<file path="config.mk">
export PLATFORM = sky130hd
export DESIGN_NAME = mmio_uart_ctrl_flat
export DESIGN_NICKNAME = d
export VERILOG_FILES = /design/src/rtl/mmio_uart_ctrl_if.sv /design/src/rtl/mmio_uart_ctrl.sv /design/src/flat_wrapper.sv
export SDC_FILE = /design/constraint.sdc
export NUM_CORES = 1
export LEC_CHECK = 0
export CAP_MARGIN = 20
export CORE_MARGIN = 2
export CORE_UTILIZATION = 53
export DETAILED_ROUTE_END_ITERATION = 6
export PLACE_DENSITY = 0.79
export SYNTH_ARGS = -nofsm -noshare
export SYNTH_HDL_FRONTEND = slang
export SYNTH_SLANG_ARGS = --single-unit
</file>
<file path="constraint.sdc">
create_clock -name clk -period 5.75 [get_ports clk]
set_clock_uncertainty 0.05 [all_clocks]
set_input_delay 1.15 -clock clk [delete_from_list [all_inputs] [get_ports clk]]
set_output_delay 1.15 -clock clk [all_outputs]
set_load 0.1 [all_outputs]
</file>
<file path="src/rtl/mmio_uart_ctrl_if.sv">
// CPU load/store bus into the MMIO UART controller.
// The CPU side is the master; the controller is the slave that returns registered load data.
interface mmio_uart_ctrl_if;
    logic        req_en;
    logic [3:0]  req_we;
    logic [31:0] req_addr;
    logic [31:0] req_wdata;
    logic [31:0] rdata;

    modport master (
        output req_en,
        output req_we,
        output req_addr,
        output req_wdata,
        input  rdata
    );

    modport slave (
        input  req_en,
        input  req_we,
        input  req_addr,
        input  req_wdata,
        output rdata
    );
endinterface

</file>
<file path="src/rtl/mmio_uart_ctrl.sv">
// MMIO controller for the on-chip UART (RX FIFO and TX holding register).
// It also provides the cycle and retired-instruction counters that software reads for CPI.
module mmio_uart_ctrl #(
    parameter int          RX_DEPTH  = 8,
    parameter logic [31:0] MMIO_BASE = 32'h8000_0000
) (
    input  logic                   clk,
    input  logic                   rst_n,
    mmio_uart_ctrl_if.slave        bus,
    input  logic                   inst_retire,
    input  logic [7:0]             uart_rx_data,
    input  logic                   uart_rx_valid,
    output logic                   uart_rx_ready,
    output logic [7:0]             uart_tx_data,
    output logic                   uart_tx_valid,
    input  logic                   uart_tx_ready
);

    localparam int          PTR_W   = $clog2(RX_DEPTH);
    localparam int          CNT_W   = PTR_W + 1;
    localparam logic [23:0] BASE_HI = MMIO_BASE[31:8];

    logic [PTR_W-1:0] wr_ptr;
    logic [PTR_W-1:0] rd_ptr;
    logic [CNT_W-1:0] rx_count;
    logic [7:0]       rx_mem [RX_DEPTH];

    logic        hit;
    logic        is_load;
    logic        is_store;
    logic [7:0]  offset;
    logic        rx_push;
    logic        rx_pop;
    logic        rx_nonempty;
    logic        tx_write;
    logic        tx_done;
    logic        cnt_clear;
    logic        ovf;
    logic [31:0] cycle_cnt;
    logic [31:0] inst_cnt;
    logic [31:0] load_data;
    logic        unused_wdata;

    assign unused_wdata  = ^bus.req_wdata[31:8];

    assign offset        = bus.req_addr[7:0];
    assign hit           = bus.req_en && (bus.req_addr[31:8] == BASE_HI);
    assign is_load       = hit && (bus.req_we == 4'b0000);
    assign is_store      = hit && (bus.req_we != 4'b0000);

    assign rx_nonempty   = (rx_count != '0);
    assign uart_rx_ready = (rx_count != CNT_W'(RX_DEPTH));
    assign rx_push       = uart_rx_valid && uart_rx_ready;
    assign rx_pop        = is_load && (offset == 8'h04) && rx_nonempty;

    assign tx_write      = is_store && (offset == 8'h08) && bus.req_we[0];
    assign tx_done       = uart_tx_valid && uart_tx_ready;
    assign cnt_clear     = is_store && (offset == 8'h18);

    // Load data is built from pre-edge state, so a head read sees the old head even on a push.
    always_comb begin
        load_data = 32'h0;
        case (offset)
            8'h00:   load_data = {29'b0, ovf, rx_nonempty, ~uart_tx_valid};
            8'h04:   load_data = rx_nonempty ? {24'b0, rx_mem[rd_ptr]} : 32'h0;
            8'h10:   load_data = cycle_cnt;
            8'h14:   load_data = inst_cnt;
            default: load_data = 32'h0;
        endcase
    end

    always_ff @(posedge clk or negedge rst_n) begin
        if (!rst_n) begin
            bus.rdata <= 32'h0;
        end else if (is_load) begin
            bus.rdata <= load_data;
        end
    end

    always_ff @(posedge clk) begin
        if (rx_push) begin
            rx_mem[wr_ptr] <= uart_rx_data;
        end
    end

    // Pointers wrap naturally because the depth is a power of two; the count tracks full vs empty.
    always_ff @(posedge clk or negedge rst_n) begin
        if (!rst_n) begin
            wr_ptr   <= '0;
            rd_ptr   <= '0;
            rx_count <= '0;
        end else begin
            if (rx_push) wr_ptr <= wr_ptr + PTR_W'(1);
            if (rx_pop)  rd_ptr <= rd_ptr + PTR_W'(1);
            case ({rx_push, rx_pop})
                2'b10:   rx_count <= rx_count + CNT_W'(1);
                2'b01:   rx_count <= rx_count - CNT_W'(1);
                default: rx_count <= rx_count;
            endcase
        end
    end

    // A write that lands on the handshake edge replaces the departing byte instead of overflowing.
    always_ff @(posedge clk or negedge rst_n) begin
        if (!rst_n) begin
            uart_tx_data  <= 8'h0;
            uart_tx_valid <= 1'b0;
            ovf           <= 1'b0;
        end else begin
            if (tx_write && (!uart_tx_valid || tx_done)) begin
                uart_tx_data  <= bus.req_wdata[7:0];
                uart_tx_valid <= 1'b1;
            end else if (tx_done) begin
                uart_tx_valid <= 1'b0;
            end
            if (cnt_clear) begin
                ovf <= 1'b0;
            end else if (tx_write && uart_tx_valid && !uart_tx_ready) begin
                ovf <= 1'b1;
            end
        end
    end

    always_ff @(posedge clk or negedge rst_n) begin
        if (!rst_n) begin
            cycle_cnt <= 32'h0;
            inst_cnt  <= 32'h0;
        end else if (cnt_clear) begin
            cycle_cnt <= 32'h0;
            inst_cnt  <= 32'h0;
        end else begin
            cycle_cnt <= cycle_cnt + 32'd1;
            if (inst_retire) inst_cnt <= inst_cnt + 32'd1;
        end
    end

endmodule

</file>
<file path="src/flat_wrapper.sv">
// flat-port wrapper written by rule: the top's interface ports become plain ports
module mmio_uart_ctrl_flat 
#(
    parameter int          RX_DEPTH  = 8,
    parameter logic [31:0] MMIO_BASE = 32'h8000_0000
)
  (clk, rst_n, inst_retire, uart_rx_data, uart_rx_valid, uart_rx_ready, uart_tx_data, uart_tx_valid, uart_tx_ready, bus_req_en, bus_req_we, bus_req_addr, bus_req_wdata, bus_rdata);
  mmio_uart_ctrl_if bus_i ();
  input  logic clk;
  input  logic rst_n;
  input  logic inst_retire;
  input  logic [7:0] uart_rx_data;
  input  logic uart_rx_valid;
  output logic uart_rx_ready;
  output logic [7:0] uart_tx_data;
  output logic uart_tx_valid;
  input  logic uart_tx_ready;
  input wire logic [$bits(bus_i.req_en)-1:0] bus_req_en;
  input wire logic [$bits(bus_i.req_we)-1:0] bus_req_we;
  input wire logic [$bits(bus_i.req_addr)-1:0] bus_req_addr;
  input wire logic [$bits(bus_i.req_wdata)-1:0] bus_req_wdata;
  output wire logic [$bits(bus_i.rdata)-1:0] bus_rdata;
  assign bus_i.req_en = bus_req_en;
  assign bus_i.req_we = bus_req_we;
  assign bus_i.req_addr = bus_req_addr;
  assign bus_i.req_wdata = bus_req_wdata;
  assign bus_rdata = bus_i.rdata;
  mmio_uart_ctrl #(.RX_DEPTH(RX_DEPTH), .MMIO_BASE(MMIO_BASE)) u_core (.clk(clk), .rst_n(rst_n), .bus(bus_i), .inst_retire(inst_retire), .uart_rx_data(uart_rx_data), .uart_rx_valid(uart_rx_valid), .uart_rx_ready(uart_rx_ready), .uart_tx_data(uart_tx_data), .uart_tx_valid(uart_tx_valid), .uart_tx_ready(uart_tx_ready));
endmodule
</file>
== After elaboration in Yosys (flattened, before gate mapping) ==
Memory sizes are Yosys's and may differ from the RTL's.
Index checks and enable logic that the tools add are counted.

* Output and inout port bits: 42
* Latch bits: 0
* Memory bits (read-only): 0
* Bits of input ports: 82
* Bits in writable memories: 64
* Memories: 1
* Register bits: 116

* Magnitude comparators: 0
* Divide/modulo/power cells: 0
* Multiply operators: 0
* Equality and inequality tests: 9
* Add/sub/neg operators: 6
* Shift-type cells: 0
* Reductions and logical operators: 24
* Multiplexer cells: 12
* Bitwise operators: 1

{| class="wikitable"
|+ Memory list
! memory !! words !! width !! read ports !! clocked after Yosys merged registers in !! wr ports !! line !! source
|-
| u_core.rx_mem || 8 || 8 || 1 || 0 || 1 || mmio_uart_ctrl.sv:26 || <nowiki>logic [7:0] rx_mem [RX_DEPTH];</nowiki>
|}

{| class="wikitable"
|+ Operators with widths
! kind !! count
|-
| one-hot mux 32 bit (4 select lines) || 1
|-
| 2-to-1 mux 32 bit || 3
|-
| adder 32 x 1 -> 32 bit (second input constant) || 2
|-
| equality test 24 bit (second input constant) || 1
|-
| equality test 8 x 5 -> 1 bit (second input constant) || 3
|-
| logical AND 1 bit || 13
|-
| equality test 8 x 3 -> 1 bit (second input constant) || 1
|-
| equality test 8 x 4 -> 1 bit (second input constant) || 1
|-
| zero test 8 bit || 1
|-
| 2-to-1 mux 8 bit || 1
|-
| one-hot mux 4 bit (2 select lines) || 1
|-
| nonzero test 2 bit || 4
|-
| nonzero test 4 bit || 2
|-
| adder 3 x 1 -> 3 bit (second input constant) || 2
|-
| 2-to-1 mux 1 bit || 6
|-
| adder 4 x 1 -> 4 bit (second input constant) || 1
|-
| zero test 4 bit || 1
|-
| != test 4 bit (second input constant) || 1
|-
| subtractor 4 x 1 -> 4 bit (second input constant) || 1
|-
| equality test 2 x 1 -> 1 bit (second input constant) || 1
|-
| equality test 2 bit (second input constant) || 1
|-
| zero test 1 bit || 2
|-
| logical OR 1 bit || 1
|-
| NOT 1 bit || 1
|}

== Depth between registers and ports, before layout ==
Gate-level depths: netlist of run 1.

* Depth in word-level cells: 9
* Mapped depth: 12
* Gate-level depth less buffers: 11

== Worst setup path before layout of run 1 ==
OpenSTA, ideal clock, no wires.

* Kind: in2reg
* Start point: input bus_req_we[1]
* End point: register u_core.rx_count[3]
* Path buffers: 1
* Setup time: 0.125 ns
* Data arrival time: 3.524 ns
* Slack: 2.050 ns
* Stages: 11
* Cells stage by stage: or4_4 -> or3_1 -> buf_2 -> nor3_4 -> ha_1 -> ha_1 -> a21o_1 -> a21oi_1 -> xnor2_1 -> nor2_1 -> xor2_1

* Longest elaborated chain between the ends: 6
* Elaborated cells between the ends (all ways): 8

{| class="wikitable"
|+ RTL lines
! element !! line !! source
|-
| start, declared || flat_wrapper.sv:19 || <nowiki>input wire logic [$bits(bus_i.req_we)-1:0] bus_req_we;</nowiki>
|-
| zero test 4 bit * || mmio_uart_ctrl.sv:48 || <nowiki>assign is_load = hit && (bus.req_we == 4'b0000);</nowiki>
|-
| logical AND 1 bit * || mmio_uart_ctrl.sv:48 ||
|-
| logical AND 1 bit * (2 in a row) || mmio_uart_ctrl.sv:54 || <nowiki>assign rx_pop = is_load && (offset == 8'h04) && rx_nonempty;</nowiki>
|-
| net u_core.rx_pop || mmio_uart_ctrl.sv:33 || <nowiki>logic rx_pop;</nowiki>
|-
| equality test 2 x 1 -> 1 bit or equality test 2 bit (tied branches) || mmio_uart_ctrl.sv:95 || <nowiki>case ({rx_push, rx_pop})</nowiki>
|-
| one-hot mux 4 bit (2 select lines) or nonzero test 2 bit (tied branches) || - ||
|-
| end signal, assigned || mmio_uart_ctrl.sv:96 || <nowiki>2'b10: rx_count <= rx_count + CNT_W'(1);</nowiki>
|-
| end signal, assigned || mmio_uart_ctrl.sv:97 || <nowiki>2'b01: rx_count <= rx_count - CNT_W'(1);</nowiki>
|-
| end signal, assigned || mmio_uart_ctrl.sv:98 || <nowiki>default: rx_count <= rx_count;</nowiki>
|-
| end, declared || mmio_uart_ctrl.sv:25 || <nowiki>logic [CNT_W-1:0] rx_count;</nowiki>
|}

The timed path passes the listed nets; every way through them passes the cells marked *.
A chain may end at the register's enable or synchronous reset.

== Final worst setup path of run 1 ==
* Start point: input bus_req_we[0]
* End point: register u_core.rx_count[3]

Same word-level chain as after synthesis.

==> results of run 1 <==
synthesized netlist by cell type, drive strengths merged, types with 2 or more instances:
cell type	instances
a221oi	2
nand2b	2
buf	14
inv	7
a22oi	24
and4	7
nor3	13
and3	11
ha	7
mux2	18
xor2	46
edfxtp	64
nor3b	2
mux4	16
mux2i	4
nand3	32
nor4b	6
nand4	24
nor4	7
nand2	52
dfrtp	116
a21oi	18
a31oi	2
or3	9
clkbuf	17
xnor2	13
o21ai	34
nor2	80
nor2b	2
a222oi	5
cell type report:
class                           instances  area (µm²)
Clock buffer                           17         425
Clock inverter                         14         160
Fill cell                            1064        5190
Inverter                                7        26.3
Multi-Input combinational cell        444        3070
Sequential cell                       180        4820
Tap cell                              188         235
Timing Repair Buffer                  109        1100
state kept, by name, summed over array words and instances, names as in the netlist:
| register | cells |
|---|---|
| u_core.uart_tx_data | 8 |
| u_core.ovf | 1 |
| u_core.cycle_cnt | 32 |
| u_core.wr_ptr | 3 |
| u_core.bus.rdata | 32 |
| u_core.rx_mem | 64 |
| u_core.rx_count | 4 |
| u_core.inst_cnt | 32 |
| u_core.uart_tx_valid | 1 |
| u_core.rd_ptr | 3 |
worst max-delay path, cell delays in order:
cell             delay, ps
clkdlybuf4s50_1        470
or4_4                  570
or3_1                  800
nor3_4                 430
ha_1                   260
ha_1                   250
a21o_1                 170
a21oi_1                180
xnor2_1                150
nor2_1                  80
xor2_1                 140
cells by family (layout without fill, tap and decap cells):
logic type                 count (synthesis)  count (layout)  synth area share, %
muxes                                     38              38                 7.50
xor gates and xnor gates                  59              59                 6.43
AOI/OAI and AO/OA                         89              89                 6.88
buffers and inverters                     38             147                 1.96
DFF                                      180             180                 60.0
adders and majority gates                  8               8                 1.34
and+or+nand+nor                          250             250                 15.9
metrics by stage:
step	area [µm²]	worst slack [ps]	total power (µW)	hold slack [ps]	utilization [%]
final	9850	1360	3010	440	65.5
after global routing	9850	1130	3130	457	65.5
after CTS	9780	1370	3030	442	65.1
after detailed placement	9200	919	1890	427	61.2
after global placement	9200	1060	1860	419	61.2
after floorplan	8040	2050	1730	412	-
worst paths after layout:
path | start | end | slack, ps | depth (start not counted)
min in group asynchronous | rst_n | u_core.bus.rdata[13] | 780 | 1
max reg2reg | u_core.rx_count[0] | u_core.rx_count[3] | 2760 | 9
max in group asynchronous | rst_n | u_core.bus.rdata[25] | 3750 | 2
max | bus_req_we[0] | u_core.rx_count[3] | 1360 | 11
min reg2reg | u_core.bus.rdata[16] | u_core.bus.rdata[16] | 440 | 2
min | u_core.bus.rdata[16] | u_core.bus.rdata[16] | 440 | 2
power by group:
group | leakage, µW | total, µW | internal, µW | switching (µW)
registers | 0.00210 | 1550 | 1450 | 97.5
clock network | 0.000279 | 1150 | 616 | 531
logic | 0.00146 | 319 | 146 | 173
layer usage:
metal | track usage [%] | wire [µm] | vias to the layer above
li1 | - | - | 2627
met1 | 29.2 | 7120 | 2859
met2 | 39.6 | 9340 | 156
met3 | 5.23 | 853 | 27
met4 | 8.34 | 392 | 0
met5 | 0 | 0 | -
==> impl_metrics.json, run 1 <==
{
  "avgViaCountPerCell": 5.91,
  "ys_ff_latch": 180,
  "yosys-top-cells-area": "dfrtp_1 36%, edfxtp_1 24%, xor2_1 5.0%, mux4_2 4.5%, nor2_1 3.7%",
  "antenna_found_initial": 0,
  "cts_repair_resize_count": 0,
  "cts_htree_levels": 4,
  "setup_viol": 0,
  "post_cts_buffers": 0,
  "yosys_warnings": 0,
  "gr-total-overflow": 0,
  "cp_max_fo": 25,
  "status": "completed",
  "drtIter0Drc": 517,
  "syn_inst": 662,
  "finalSetupTns_ps": 0,
  "grt_setup_unrepaired": "false",
  "drive_above_1_share_pct": 11.2,
  "dp.cells": 925,
  "antenna_cells": 0,
  "syn_area_mm2": 0.00804,
  "synth_edf_count": 64,
  "cts_made_buffers": 17,
  "synth_top_cell_area_share_pct": 36.1,
  "core_mm2": 0.0150,
  "cts_buffer_depth": 2,
  "ir_worst_vdd_mv": 0.289,
  "min_period_ps": 4390,
  "synthToLayoutAreaGrowth_pct": 22.4,
  "worst_setup_path_end_kind": "flip-flop",
  "grt_max_degree": 68,
  "synth-async-reset-ratio_pct": 64.4,
  "port_buffers": 99,
  "hold_viol": 0,
  "p_leak_uw": 0.00384,
  "worstMarginPinSlew_ps": 1120,
  "num-nets-final": 849,
  "drcViolationCount": 0,
  "antenna_left": 0,
  "row_count": 45,
  "io_pins": 124,
  "die_area_mm2": 0.0162,
  "hold_class": "flip-flop to flip-flop",
  "fmax_mhz": 228,
  "path_clk_slew_ps": 70,
  "routed-via-count": 5669,
  "arrival_ps": 4660,
  "postCtsHoldBufs": 0,
  "die_h_um": 127,
  "synth_flop_cell": "dfrtp_1",
  "final_max_slew_viol_count": 0,
  "start_util_pct": 53.5,
  "p_per_area_mw_per_mm2": 306,
  "grt_pass1_wl_um": 29400,
  "worst_setup_path_start_kind": "primary input",
  "die_width_um": 127,
  "gp_congestion": 0.855,
  "slew_headroom_pct": 25.3,
  "drtPass1Iterations": 6,
  "final_cells": 959,
  "track_usage_pct": 23.2,
  "grt_pass1_vias": 5913,
  "hpwl_um": 12000,
  "final_common_cell": "dfrtp_1",
  "max-cap-violations": 0,
  "synth.avg_cell_area_um2": 12.1,
  "synth_nets": 752,
  "wl_per_cell_um": 18.5,
  "cts_num_sinks": 180,
  "seq_area_frac_synth_pct": 60.0,
  "synthDistinctLibCells": 46,
  "cts_root_buf": "clkbuf_16",
  "cts_tree": "done",
  "final_cell_mix": "116 x dfrtp_1, 98 x clkdlybuf4s50_1, 80 x nor2_1, 64 x edfxtp_1, 52 x nand2_1",
  "clock_latency_ps": 440,
  "timing.final.crit_share_pct": 76.4,
  "routed_wl_um": 17700,
  "synth_top_area_cell": "dfrtp_1",
  "crit_type": "primary input to flip-flop",
  "crit_required_ps": 6020
}
Note: power is estimated with default switching activity, not from simulation.
==> run 2, diff against run 1 <==
Clock period 5.75 ns to 4.25 ns, I/O delays scaled along.
==> run 2 against run 1 <==
Against the previous run: hold slack got worse by 6.5 ps; highest routed layer unchanged; critical path type unchanged; global-route usage decreased by 0.77 points; sequential power increased by 35%; combinational power increased by 35%; critical endpoint unchanged.
==> impl_metrics.json, run 2 (synthesis results as in run 1) <==
{
  "status": "completed",
  "gr-total-overflow": 0,
  "final_cell_mix": "116 x dfrtp_1, 98 x clkdlybuf4s50_1, 80 x nor2_1, 64 x edfxtp_1, 52 x nand2_1",
  "reg2reg_setup_slack_ps": 1290,
  "timing.final.crit_share_pct": 85.2,
  "regMostFlops": "u_core.rx_mem",
  "place_ws_ps": 213,
  "combPwrFrac_pct": 10.6,
  "fin_ws_ps": 628,
  "fmax_mhz": 276,
  "largest_reg_flops": 64,
  "drive_above_1_share_pct": 12.1,
  "fin_hold_ws_ps": 433,
  "worst_setup_path_start_kind": "primary input",
  "grt_pass1_vias": 5704,
  "core_mm2": 0.0150,
  "finalSetupTns_ps": 0,
  "cts_made_buffers": 17,
  "row_count": 45,
  "hold_viol": 0,
  "routed_wl_um": 17500,
  "crit_type": "primary input to flip-flop",
  "wl_per_cell_um": 18.1,
  "crit_required_ps": 4520,
  "timing.rr.end": "u_core.rx_count[3]",
  "hold_class": "flip-flop to flip-flop",
  "cts_repair_resize_count": 0,
  "gp_congestion": 0.884,
  "grt_max_degree": 74,
  "port_buffers": 99,
  "grt_pass1_wl_um": 28200,
  "post_cts_buffers": 0,
  "worst_setup_path_end_kind": "flip-flop",
  "p_clk_share_pct": 38.0,
  "synthToLayoutAreaGrowth_pct": 22.9,
  "drcViolationCount": 0,
  "start_util_pct": 53.5,
  "cts_root_buf": "clkbuf_16",
  "hpwl_um": 12200,
  "p_leak_uw": 0.00388,
  "slew_headroom_pct": 33.2,
  "drtIter0Drc": 509,
  "ir_worst_vdd_mv": 0.568,
  "path_clk_slew_ps": 70,
  "routed-via-count": 5663,
  "avgViaCountPerCell": 5.86,
  "num-nets-final": 856,
  "r2r-start": "u_core.rx_count[0]",
  "max-cap-violations": 0,
  "min_to": "u_core.bus.rdata[21]",
  "die_h_um": 127,
  "io_pins": 124,
  "die_width_um": 127,
  "clock_latency_ps": 430,
  "drtPass1Iterations": 5,
  "final_max_slew_viol_count": 0,
  "cp_max_fo": 4,
  "internal-power_uw": 2990,
  "cts_num_sinks": 180,
  "seq_power_share_pct": 51.4,
  "antenna_cells": 0,
  "worstMarginPinSlew_ps": 999,
  "grt_setup_unrepaired": "false",
  "p_per_area_mw_per_mm2": 412,
  "postCtsHoldBufs": 0,
  "setup_viol": 0,
  "antenna_found_initial": 0,
  "min_period_ps": 3620,
  "cts_htree_levels": 4,
  "final_common_cell": "dfrtp_1",
  "track_usage_pct": 22.4,
  "p_sw_share_pct": 26.6,
  "cts_tree": "done",
  "arrival_ps": 3890,
  "die_area_mm2": 0.0162,
  "hold_start": "u_core.bus.rdata[21]",
  "cts_buffer_depth": 2,
  "r2r.worst_path.cells": 9,
  "hold_depth": 2,
  "power_switching_uw": 1080,
  "antenna_left": 0
}
-- run 2: cell count changes in the layout (fill, tap and decap cells not counted) --
| cell | before | now |
|---|---|---|
| inv_4 | 0 | 3 |
| clkinv_8 | 1 | 2 |
| inv_8 | 5 | 3 |
| buf_12 | 1 | 0 |
| clkinv_4 | 1 | 0 |
| buf_4 | 8 | 17 |
| buf_8 | 1 | 0 |
-- run 2: power groups by stage --
stage                     registers (µW)  logic [µW]  clock network, µW
after floorplan                     2080         268                  0
after global placement              2110         410                  0
after detailed placement            2120         433                  0
after CTS                           2090         438               1570
after global routing                2110         480               1660
final                               2090         430               1550
-- run 2: layout make-up --
class                           count  area [µm²]
Clock inverter                     15         164
Tap cell                          188         235
Sequential cell                   180        4820
Fill cell                        1088        5150
Timing Repair Buffer              116        1140
Inverter                            7        26.3
Clock buffer                       17         425
Multi-Input combinational cell    444        3070
-- run 2: worst max-delay path: stages --
cell	delay, ps
clkdlybuf4s50_1	470
or4_4	570
or3_1	460
nor3_4	310
ha_1	240
ha_1	250
a21o_1	170
a21oi_1	180
xnor2_1	160
nor2_1	90
xor2_1	140
-- run 2: through the flow --
step,utilization [%],cells,total power [µW],cell area (µm²)
global route,65.7,967,4250,9880
floorplan,-,662,2340,8040
global placement,61.6,934,2520,9270
detailed placement,61.6,934,2560,9270
finish,65.7,967,4070,9880
CTS,65.6,966,4100,9860
-- run 2: worst max-delay path by stage --
stage | slack (ps) | from | depth (start not counted) | end
after floorplan | 850 | bus_req_we[1] | 11 | u_core.rx_count[3]
after global placement | 300 | bus_req_we[0] | 11 | u_core.rx_count[3]
after detailed placement | 210 | bus_req_we[0] | 11 | u_core.rx_count[3]
after CTS | 630 | bus_req_we[0] | 11 | u_core.rx_count[3]
after global routing | 370 | bus_req_addr[9] | 12 | u_core.rx_count[3]
final | 630 | bus_req_we[0] | 11 | u_core.rx_count[3]
-- run 2: routing by layer --
layer / track usage [%] / wire length [µm] / vias to the layer above
li1: - / - / 2635
met3: 5.40 / 841 / 33
met1: 28.6 / 7260 / 2818
met2: 37.8 / 9070 / 177
met4: 7.95 / 330 / 0
met5: 0 / 0 / -
